$ cat config.mk
export PLATFORM = sky130hd
export DESIGN_NAME = mdu_sequencer
export DESIGN_NICKNAME = d
export VERILOG_FILES = /design/src/rtl/mdu_sequencer.sv
export SDC_FILE = /design/constraint.sdc
export NUM_CORES = 1
export LEC_CHECK = 0
export ABC_AREA = 1
export CAP_MARGIN = 20
export CORE_ASPECT_RATIO = 1.5
export CORE_MARGIN = 4
export CORE_UTILIZATION = 40
export CTS_BUF_LIST = sky130_fd_sc_hd__clkbuf_4 sky130_fd_sc_hd__clkbuf_8 sky130_fd_sc_hd__clkbuf_16
export CTS_CLUSTER_SIZE = 20
export DETAILED_ROUTE_END_ITERATION = 10
export GPL_ROUTABILITY_DRIVEN = 0
export PLACE_DENSITY = 0.62
export SYNTH_ARGS = -nofsm -noshare
export SYNTH_HDL_FRONTEND = slang
export SYNTH_SLANG_ARGS = --single-unit
$ cat constraint.sdc
create_clock -name CLK -period 4.28 [get_ports CLK]
set_input_delay 1.07 -clock CLK [delete_from_list [all_inputs] [get_ports CLK]]
set_output_delay 1.07 -clock CLK [all_outputs]
set_load 0.05 [all_outputs]
$ cat src/rtl/mdu_sequencer.sv
// mdu_sequencer: iterative RV32M multiply/restoring-divide sequencer; define MDU_FAST_MUL_EN for single-cycle multiplies
module mdu_sequencer #(
  parameter int XLEN = 32
) (
  input  logic            CLK,
  input  logic            RESET,
  input  logic            START,
  input  logic [2:0]      SELECT,
  input  logic [XLEN-1:0] DATA1,
  input  logic [XLEN-1:0] DATA2,
  input  logic            FLUSH,
  output logic            BUSY,
  output logic            VALID,
  output logic [XLEN-1:0] RESULT
);
  typedef enum logic [1:0] {IDLE, CALC, FIX, DONE} state_t;
  localparam logic [XLEN-1:0] ALL_ONES = '1;
  localparam logic [XLEN-1:0] MIN_NEG = {1'b1, {(XLEN-1){1'b0}}};
  state_t state, state_n;
  logic [2:0] op;
  logic [2*XLEN-1:0] acc, mul_next, div_next, prod;
  logic [XLEN-1:0] mcand, a_mag, b_mag, quo, rem, div_diff, quick_res, spec_res, fix_res;
  logic [XLEN:0] mul_sum;
  logic [5:0] cnt;
  logic neg_q, neg_r, a_sgn, b_sgn, div_zero, ovf, quick, special, accept, div_ge;
  assign a_sgn = (SELECT == 3'b001 || SELECT == 3'b010 || SELECT == 3'b100 || SELECT == 3'b110) && DATA1[XLEN-1];
  assign b_sgn = (SELECT == 3'b001 || SELECT == 3'b100 || SELECT == 3'b110) && DATA2[XLEN-1];
  assign a_mag = a_sgn ? -DATA1 : DATA1;
  assign b_mag = b_sgn ? -DATA2 : DATA2;
  assign div_zero = SELECT[2] && DATA2 == '0;
  assign ovf = (SELECT == 3'b100 || SELECT == 3'b110) && DATA1 == MIN_NEG && DATA2 == ALL_ONES;
`ifdef MDU_FAST_MUL_EN
  logic signed [2*XLEN-1:0] a_ext, b_ext, fprod;
  assign a_ext = {{XLEN{a_sgn}}, DATA1};
  assign b_ext = {{XLEN{SELECT == 3'b001 && DATA2[XLEN-1]}}, DATA2};
  assign fprod = a_ext * b_ext;
  assign quick = !SELECT[2];
  assign quick_res = SELECT == 3'b000 ? fprod[XLEN-1:0] : fprod[2*XLEN-1:XLEN];
`else
  assign quick = !SELECT[2] && (DATA1 == '0 || DATA2 == '0);
  assign quick_res = '0;
`endif
  assign special = quick || div_zero || ovf;
  assign spec_res = div_zero ? (SELECT[1] ? DATA1 : ALL_ONES) : ovf ? (SELECT[1] ? '0 : MIN_NEG) : quick_res;
  assign accept = state == IDLE && START && !FLUSH;
  assign mul_sum = {1'b0, acc[2*XLEN-1:XLEN]} + (acc[0] ? {1'b0, mcand} : '0);
  assign mul_next = {mul_sum, acc[XLEN-1:1]};
  assign div_ge = acc[2*XLEN-1:XLEN-1] >= {1'b0, mcand};
  assign div_diff = acc[2*XLEN-2:XLEN-1] - mcand;
  assign div_next = div_ge ? {div_diff, acc[XLEN-2:0], 1'b1} : {acc[2*XLEN-2:0], 1'b0};
  assign prod = neg_q ? -acc : acc;
  assign quo = neg_q ? -acc[XLEN-1:0] : acc[XLEN-1:0];
  assign rem = neg_r ? -acc[2*XLEN-1:XLEN] : acc[2*XLEN-1:XLEN];
  assign fix_res = op[2] ? (op[1] ? rem : quo) : (op == 3'b000 ? prod[XLEN-1:0] : prod[2*XLEN-1:XLEN]);
  assign BUSY = state != IDLE;
  assign VALID = state == DONE;
  always_comb begin
    state_n = state;
    case (state)
      IDLE: state_n = accept ? (special ? DONE : CALC) : IDLE;
      CALC: state_n = FLUSH ? IDLE : (cnt == 6'(XLEN-1) ? FIX : CALC);
      FIX:  state_n = FLUSH ? IDLE : DONE;
      default: state_n = IDLE;
    endcase
  end
  always_ff @(posedge CLK) begin
    if (RESET) begin
      state <= IDLE;
      op <= '0;
      acc <= '0;
      mcand <= '0;
      cnt <= '0;
      neg_q <= 1'b0;
      neg_r <= 1'b0;
      RESULT <= '0;
    end else begin
      state <= state_n;
      if (accept) begin
        op <= SELECT;
        acc <= {{XLEN{1'b0}}, SELECT[2] ? a_mag : b_mag};
        mcand <= SELECT[2] ? b_mag : a_mag;
        cnt <= '0;
        neg_q <= a_sgn ^ b_sgn;
        neg_r <= a_sgn;
        if (special) RESULT <= spec_res;
      end
      if (state == CALC) begin
        acc <= op[2] ? div_next : mul_next;
        cnt <= cnt + 6'd1;
      end
      if (state == FIX && !FLUSH) RESULT <= fix_res;
    end
  end
endmodule

Yosys cells after proc, flatten, opt, wreduce, memory -nomap -nowiden
Cells that the tools add are included.
{ "word_totals": {"ff_bits": 141} }
{ "classes": {"n_addsub": 8, "magnitude_cmp": 1, "eq_ne": 10, "n_mux": 30, "bitwise": 1, "n_reduce_logical": 29} }
{ "ops": {"columns": ["operator", "n"], "rows": [
  ["$mux 32", 17],
  ["$mux 64", 5],
  ["$neg 32->32", 4],
  ["$eq 32x32->1 const B", 2],
  ["$logic_not 32->1", 2],
  ["$neg 64->64", 1],
  ["$add 32x32->33", 1],
  ["$ge 33x32->1", 1],
  ["$sub 32x32->32", 1],
  ["$mux 6", 2],
  ["$mux 2", 5],
  ["$logic_and 1x1->1", 9],
  ["$logic_or 1x1->1", 9],
  ["$reduce_bool 2->1", 4],
  ["$add 6x1->6 const B", 1],
  ["$eq 3x3->1 const B", 2],
  ["$eq 6x5->1 const B", 1],
  ["$pmux 2 s3", 1],
  ["$eq 2x2->1 const B", 2],
  ["$eq 3x1->1 const B", 1],
  ["$eq 3x2->1 const B", 1],
  ["$logic_not 3->1", 1],
  ["$eq 2x1->1 const B", 1],
  ["$logic_not 1->1", 2],
  ["3 further kinds", 3]
]} }

Depth between registers and ports, before layout
Gate-level depths: netlist of the first run.
{ "depth": {"ltp_word": 9, "mapped_depth": 19} }

Worst setup path before layout of the first run
No wires, ideal clock.
{ "synth_timing": {"kind": "input to register", "from": "input port DATA2[0]", "to": "register RESULT[22]", "setup_time_ns": 0.067, "arrival_time_ns": 2.578, "t_required_ns": 4.213, "path_slack_ns": 1.635, "cell_stages": 14, "path_buffers": 2, "cell_sequence": "inv_1 > ha_1 > nand3_2 > nor2_4 > nand2_2 > nor2_2 > nand3_1 > nor2_2 > buf_6 > buf_6 > nand4_1 > a21oi_1 > nand2_1 > a21oi_2"} }
{ "synth_via": {"elab_chain_len": 7, "word_cells_on_any_way": 15, "classes_between": "eq/ne: 1; mux: 5; reduce/logical: 9"} }
{ "synth_lines": {"columns": ["item", "line", "rtl"], "rows": [
  ["start: declaration", "10", "input logic [XLEN-1:0] DATA2,"],
  ["$eq 32x32->1 or $logic_not 32->1 (tied branches)", "31, 30, 40", null],
  ["$logic_and 1x1->1 or $logic_or 1x1->1 (tied branches)", "31, 40", null],
  ["$mux 32 or $logic_and 1x1->1 (tied branches)", "44, 40", null],
  ["$mux 32 or $logic_or 1x1->1 (tied branches)", "44, 43", null],
  ["$mux 32 or $logic_or 1x1->1 (tied branches)", "85, 43", null],
  ["$mux 32 or $reduce_bool 2->1 (tied branches)", null, null],
  ["$mux 32 or $reduce_and 2->1 (tied branches)", null, null],
  ["end signal: assignment", "85", "if (special) RESULT <= spec_res;"],
  ["end signal: assignment", "91", "if (state == FIX && !FLUSH) RESULT <= fix_res;"],
  ["end: declaration", "14", "output logic [XLEN-1:0] RESULT"]
]} }
Parallel ways exist; a longest one is shown, timed or not. The select of a mux whose other input is x is not followed.
A chain may end at the register's enable or synchronous reset.

Final worst setup path of the first run
{ "layout_timing": {"from": "input port DATA2[0]", "to": "register RESULT[8]"} }
Same word-level chain as after synthesis.

==> impl_metrics.env, run 1 <==
export IMPL_outcome="finished, final reports clean"
export IMPL_critical_path_buf_inv_count=3
export IMPL_min_delay_start="RESULT[16]$_SDFFE_PP0P_"
export IMPL_critPathSlowestCell="clkdlybuf4s50_1"
export IMPL_p_leak_nw=10.3
export IMPL_drtAntennaViolNets=0
export IMPL_h_tree_depth=4
export IMPL_cts_root_buf="clkbuf_16"
export IMPL_cts_resized_gates=0
export IMPL_register_area_um2=2830
export IMPL_fillCellCount=5116
export IMPL_syn_to_final_growth_pct=11.9
export IMPL_powerDensity_nw_per_um2=259
export IMPL_ys_warn_count=0
export IMPL_finalInstanceArea_um2=20700
export IMPL_die_w_um=183
export IMPL_synth_area_leader_cell="nand2_1"
export IMPL_synth_edf_count=0
export IMPL_ios=105
export IMPL_synth_cell_types=50
export IMPL_syn_avg_cell_area_um2=5.28
export IMPL_vias=23602
export IMPL_whs_path_depth=2
export IMPL_routedWlPerCell_um=21.1
export IMPL_setup_tns_ns=0
export IMPL_synth_seq_area_share_pct=15.3
export IMPL_synth_top_area_share_pct=23.0
export IMPL_synth_area_um2=18500
export IMPL_die_area_um2=49800
export IMPL_clock_sinks=141
export IMPL_reg2reg_setup_slack_ns=1.05
export IMPL_critPathCaptureType="flip-flop"
export IMPL_multi_input_area_um2=13100
export IMPL_track_usage_pct=34.0
export IMPL_synthTopCellsByArea="nand2_1 23%, dfxtp_1 15%, nand3_1 10%"
export IMPL_num_rows=96
export IMPL_start_kind="input pin"
export IMPL_numCtsBuffers=17
export IMPL_reg2reg_to="acc[62]$_SDFFE_PP0P_"
export IMPL_cp_arrival_ns=3.77
export IMPL_finalSetupViolations=0
export IMPL_hold_violations=0
export IMPL_finClkSkew_ns=0.0125
export IMPL_grt_pass1_wl_um=131000
export IMPL_cts_tree="done"
export IMPL_start_util_pct=40.4
export IMPL_ys_flop_type="dfxtp_1"
export IMPL_path_class="input pin to flip-flop"
export IMPL_critPathMaxFanout=11
export IMPL_first_global_vias=22105
export IMPL_nets=3682
export IMPL_antenna_found_initial=1
export IMPL_drive_gt1_share_pct=4.45
export IMPL_holdBufCountCts=0
export IMPL_die_h_um=271
export IMPL_drc=0
export IMPL_drv_cap=0
export IMPL_dr_wl_met2_um=40300
export IMPL_finalPower_mw=5.35
export IMPL_cp_slowest_stage_delay_ns=0.43
export IMPL_first_pass_iters=8
export IMPL_async_flop_share_pct=0
export IMPL_wl_met1_um=30800
export IMPL_dp_hpwl_um=69700
export IMPL_slew_headroom_pct=30.4
export IMPL_clock_fmax_mhz=294
export IMPL_ys_ff_latch=141
export IMPL_min_path_type="flip-flop to flip-flop"
export IMPL_cts_setup_buffers=0
export IMPL_pre_cts_slack_ns=0.552
export IMPL_vdd_drop_max_uv=215
export IMPL_slew_violations=0
export IMPL_grt_overflow=0
export IMPL_period_minus_slack_ns=3.40
export IMPL_grt_max_degree=64
export IMPL_placed_area_um2=20100
export IMPL_core_um2=45800
export IMPL_io_buffers=104
export IMPL_crit_chain="clkdlybuf4s50_1 > inv_1 > ha_1 > nand3_2 > nor2_4 > nand2_2 > nor2_2 > nand3_1 > nor2_2 > nand3_1 > inv_1 > nand2_1 > a21oi_1 > nand2_1 > a21oi_1"
export IMPL_wl_um=87300
export IMPL_synth_most_common_cell="nand2_1"
export IMPL_hold_end="RESULT[16]$_SDFFE_PP0P_"
export IMPL_diodes=0
export IMPL_clock_path_buffers=2
export IMPL_required_ns=4.65
export IMPL_via_per_inst=5.70
export IMPL_reg2regPathDepth=17
export IMPL_setup_ws_ns=0.881
export IMPL_initialDrtViolationCount=2585
export IMPL_insertion_delay_ns=0.45
export IMPL_synthCells=3500
export IMPL_rsz0062_at_grt="false"
export IMPL_syn_num_nets=3643
export IMPL_fin_crit_sh_pct=79.4
export IMPL_utilization_pct=45.2
export IMPL_wl_met3_um=6740
export IMPL_dr_max_layer_used="met5"
export IMPL_worst_pin_slew_ns=1.04
export IMPL_yosys_top_cells_count="1131 x nand2_1, 501 x inv_1, 380 x nand3_1, 322 x nor2_1, 241 x a21oi_1"
export IMPL_r2r_start="acc[31]$_SDFFE_PP0P_"
export IMPL_cpLargestDelayFamily="simple AND/OR/NAND/NOR gates"
export IMPL_path_clk_slew_ns=0.07
## placed cells by master, fill, tap and decap left out, types with 4 or more instances in the layout
cell type / instances
nor3_2: 4
a21o_1: 4
o211ai_1: 33
xnor2_1: 7
o221ai_1: 14
nand4_1: 64
clkdlybuf4s50_1: 102
nor4_1: 5
nor2_4: 5
a21oi_2: 7
inv_6: 7
clkbuf_16: 17
or2_1: 5
dfxtp_1: 139
a31oi_1: 16
inv_8: 4
o21ai_0: 201
xor2_1: 68
or2_2: 10
inv_1: 500
nand3_1: 380
a21oi_1: 241
o21bai_1: 9
o21a_1: 5
buf_4: 55
nor2_2: 14
o21ai_1: 9
nand2_1: 1131
nand3_2: 5
nand2_2: 6
nand3b_1: 19
ha_1: 70
nor2_1: 322
a22oi_1: 4
nor3_1: 26
inv_2: 9
## how the worst max path moves through the flow
stage,startpoint,to,slack [ns],cells past startpoint
floorplan,DATA2[0],RESULT[22]$_SDFFE_PP0P_,1.64,14
global placement,DATA2[0],RESULT[9]$_SDFFE_PP0P_,0.59,15
detailed placement,DATA2[0],RESULT[8]$_SDFFE_PP0P_,0.55,15
CTS,DATA2[0],RESULT[8]$_SDFFE_PP0P_,1.00,15
global route,DATA2[0],RESULT[8]$_SDFFE_PP0P_,0.65,15
finish,DATA2[0],RESULT[8]$_SDFFE_PP0P_,0.88,15
## power by group
part | switching, mW | total [mW] | internal, mW
registers | 0.113 | 1.49 | 1.37
logic | 1.67 | 2.35 | 0.676
clock network | 0.734 | 1.52 | 0.783
## stage by stage
step                      hold slack [ns]  std cells
final                               0.465       4140
after global routing                0.487       4140
after CTS                           0.469       4140
after detailed placement            0.457       4108
after global placement              0.455       4108
after floorplan                     0.454       3500
## cells by family (layout without fill, tap and decap cells)
kind of cell / count (synthesis) / after routing / share of synthesized area (%)
simple gates: 2002 / 2002 / 45.9
buf+inv: 654 / 706 / 13.8
compound gates: 556 / 556 / 16.5
flops: 141 / 141 / 15.3
xor+xnor: 75 / 75 / 3.56
fa+ha+maj: 72 / 72 / 4.96
## final cells by class
cell class              count  area share [%]
multi-input cells        2705            63.4
flip-flops and latches    141            13.7
inverters                 513            9.33
repair buffers            161            7.18
well taps                 588            3.56
clock buffers              17            2.06
clock inverters            15           0.775
## registers in the layout (all words and copies together), names as in the netlist
name,flops
acc,64
RESULT,32
mcand,32
cnt,6
op,3
state,2
neg_q,1
neg_r,1
## metal layers
layer  track usage (%)  up-vias
li1                  -    11355
met1              37.9    10465
met2              56.5     1369
met3              4.61      411
met4              28.5        2
met5                 0        -
## worst min-delay path: cells and delay by family (launching register included)
kind	cells	cell delay, ns
and+or+nand+nor	1	0.06
DFF	1	0.31
AOI/OAI and AO/OA	1	0.05
(Power assumes the default switching activity.)
==> run 2, diff against run 1 <==
PLACE_DENSITY = 0.64   (was 0.62)
clock period = 2.9 ns   (was 4.28 ns; I/O delays follow)
==> run 2 against run 1 <==
Against the previous run: via count increased by 3.7%; register-to-register slack got worse by 1.0 ns; setup slack worse by 0.83 ns; worst hold slack worse by 0.0010 ns; clock skew is 0.0080 ns higher; global-route usage increased by 0.59 points; flip-flop and latch count stayed put; total power grew 57%; sequential power grew 44%; first-iteration DRC count up 16%; clock-buffer cell count stayed put; critical endpoint is now acc[42]$_SDFFE_PP0P_; largest cell class unchanged; highest routed layer is now met4.
==> impl_metrics.env, run 2 (synthesis results as in run 1) <==
export IMPL_path_class="flip-flop to flip-flop"
export IMPL_cp_startpoint="mcand[28]$_SDFFE_PP0P_"
export IMPL_rsz0062_at_grt="false"
export IMPL_first_pass_iters=8
export IMPL_critPathSlowestCell="dfxtp_1"
export IMPL_p_leak_nw=11.3
export IMPL_reg2reg_setup_slack_ns=0.05
export IMPL_io_buffers=104
export IMPL_drv_cap=0
export IMPL_antenna_found_initial=0
export IMPL_slew_headroom_pct=23.2
export IMPL_diodes=0
export IMPL_die_area_um2=49800
export IMPL_min_delay_start="RESULT[16]$_SDFFE_PP0P_"
export IMPL_syn_to_final_growth_pct=21.5
export IMPL_finClkSkew_ns=0.0204
export IMPL_largest_register="acc"
export IMPL_slew_violations=0
export IMPL_initialDrtViolationCount=3004
export IMPL_timing_hold_ws_ns=0.464
export IMPL_start_util_pct=40.4
export IMPL_via_per_inst=5.63
export IMPL_largest_reg_flops=64
export IMPL_grt_max_degree=70
export IMPL_clock_path_buffers=2
export IMPL_cts_tree="done"
export IMPL_grt_overflow=0
export IMPL_powerDensity_nw_per_um2=374
export IMPL_nets=3892
export IMPL_num_rows=96
export IMPL_dp_hpwl_um=72500
export IMPL_numCtsBuffers=17
export IMPL_core_um2=45800
export IMPL_reg2regPathDepth=13
export IMPL_hold_violations=0
export IMPL_crit_top_cell="a21oi_1"
export IMPL_cts_root_buf="clkbuf_16"
export IMPL_clock_sinks=141
export IMPL_drive_gt1_share_pct=10.1
export IMPL_vdd_drop_max_uv=469
export IMPL_drc=0
export IMPL_crit_chain="inv_1 > ha_1 > a21oi_1 > o21ai_1 > a21oi_1 > nand2_1 > nor2_4 > buf_4 > buf_4 > nand4_1 > nand3b_1 > nand2_1 > a21oi_1"
export IMPL_min_path_type="flip-flop to flip-flop"
export IMPL_h_tree_depth=4
export IMPL_grt_pass1_wl_um=132000
export IMPL_r2r_start="mcand[28]$_SDFFE_PP0P_"
export IMPL_mostFrequentLayoutCell="nand2_1"
export IMPL_drtAntennaViolNets=0
export IMPL_reg2reg_to="acc[42]$_SDFFE_PP0P_"
export IMPL_clock_fmax_mhz=350
export IMPL_cp_arrival_ns=3.22
export IMPL_pre_cts_slack_ns=-0.117
export IMPL_routedWlPerCell_um=20.6
export IMPL_cts_setup_buffers=0
export IMPL_worst_pin_slew_ns=1.15
export IMPL_finalSetupViolations=0
export IMPL_insertion_delay_ns=0.46
export IMPL_first_global_vias=22902
export IMPL_setup_ws_ns=0.0467
export IMPL_start_kind="flip-flop"
export IMPL_outcome="finished, final reports clean"
export IMPL_cp_slowest_stage_delay_ns=0.43
export IMPL_die_h_um=271
export IMPL_path_clk_slew_ns=0.08
export IMPL_track_usage_pct=34.6
export IMPL_ios=105
export IMPL_largestRegisters="acc: 64 flops, RESULT: 32 flops, mcand: 32 flops"
export IMPL_crit_end="acc[42]$_SDFFE_PP0P_"
export IMPL_required_ns=3.27
export IMPL_critPathCaptureType="flip-flop"
export IMPL_vias=24475
export IMPL_critPathMaxFanout=8
export IMPL_fin_crit_sh_pct=98.4
export IMPL_final_cell_mix="1127 x nand2_1, 500 x inv_1, 377 x nand3_1"
export IMPL_wl_um=89400
export IMPL_period_minus_slack_ns=2.85
export IMPL_die_w_um=183
-- run 2: cell count changes in the layout (fill, tap and decap cells not counted), moves of 2 or more --
cell / change
ha_1: -2
nand3_2: +3
buf_12: +12
nand3_1: -3
buf_4: +198
inv_8: +2
nand2_1: -4
nand2_2: +4
inv_6: -3
-- run 2: routing by layer --
metal | vias to the layer above | wire length, um | global-route usage [%]
li1 | 11755 | - | -
met1 | 10849 | 30800 | 37.2
met2 | 1445 | 40700 | 57.8
met3 | 426 | 7010 | 4.28
met4 | 0 | 10900 | 32.3
met5 | - | 0 | 0
-- run 2: per-stage QoR --
step	instances	setup TNS [ns]	utilization, %	total power, mW	cell area (um^2)
6_report	4350	0	49.0	8.39	22400
3_5_place_dp	4318	-2.20	47.7	5.99	21800
5_1_grt	4350	0	49.0	8.77	22400
2_1_floorplan	3500	0	-	4.41	18500
4_1_cts	4350	0	49.0	8.22	22400
3_3_place_gp	4318	-1.22	47.7	5.98	21800
-- run 2: layout make-up --
type | count | area [um^2]
multi-input cells | 2705 | 13200
well taps | 588 | 736
clock inverters | 15 | 166
clock buffers | 17 | 425
repair buffers | 371 | 3210
fillers | 4934 | 23300
inverters | 513 | 1930
flip-flops and latches | 141 | 2830
-- run 2: worst min-delay path by stage --
stage | end | slack [ns] | cells after the start
after global placement | RESULT[30]$_SDFFE_PP0P_ | 0.45 | 2
after floorplan | cnt[0]$_SDFFE_PP0P_ | 0.45 | 1
after global routing | RESULT[14]$_SDFFE_PP0P_ | 0.50 | 2
after detailed placement | RESULT[30]$_SDFFE_PP0P_ | 0.45 | 2
after CTS | RESULT[30]$_SDFFE_PP0P_ | 0.47 | 2
final | RESULT[16]$_SDFFE_PP0P_ | 0.46 | 2
-- run 2: power breakdown --
| group | leakage (nW) | internal, mW | switching, mW | total [mW] |
|---|---|---|---|---|
| clock | 0.293 | 1.16 | 1.11 | 2.27 |
| sequential | 1.15 | 2.02 | 0.122 | 2.15 |
| combinational | 9.90 | 1.33 | 2.64 | 3.98 |
-- run 2: what timing repair did --
item	4_1_cts	5_1_grt
setup endpoints to repair	0	36
hold buffers	0	0
resized for setup	0	13
-- run 2: worst max-delay path, delay by kind of cell (launching register included) --
| family | cells | cell delay (ns) |
|---|---|---|
| AO/OA/AOI/OAI | 4 | 0.77 |
| buffers and inverters | 3 | 0.62 |
| AND/OR/NAND/NOR | 5 | 0.54 |
| flip-flops | 1 | 0.43 |
| adder cells (fa/ha/maj) | 1 | 0.39 |
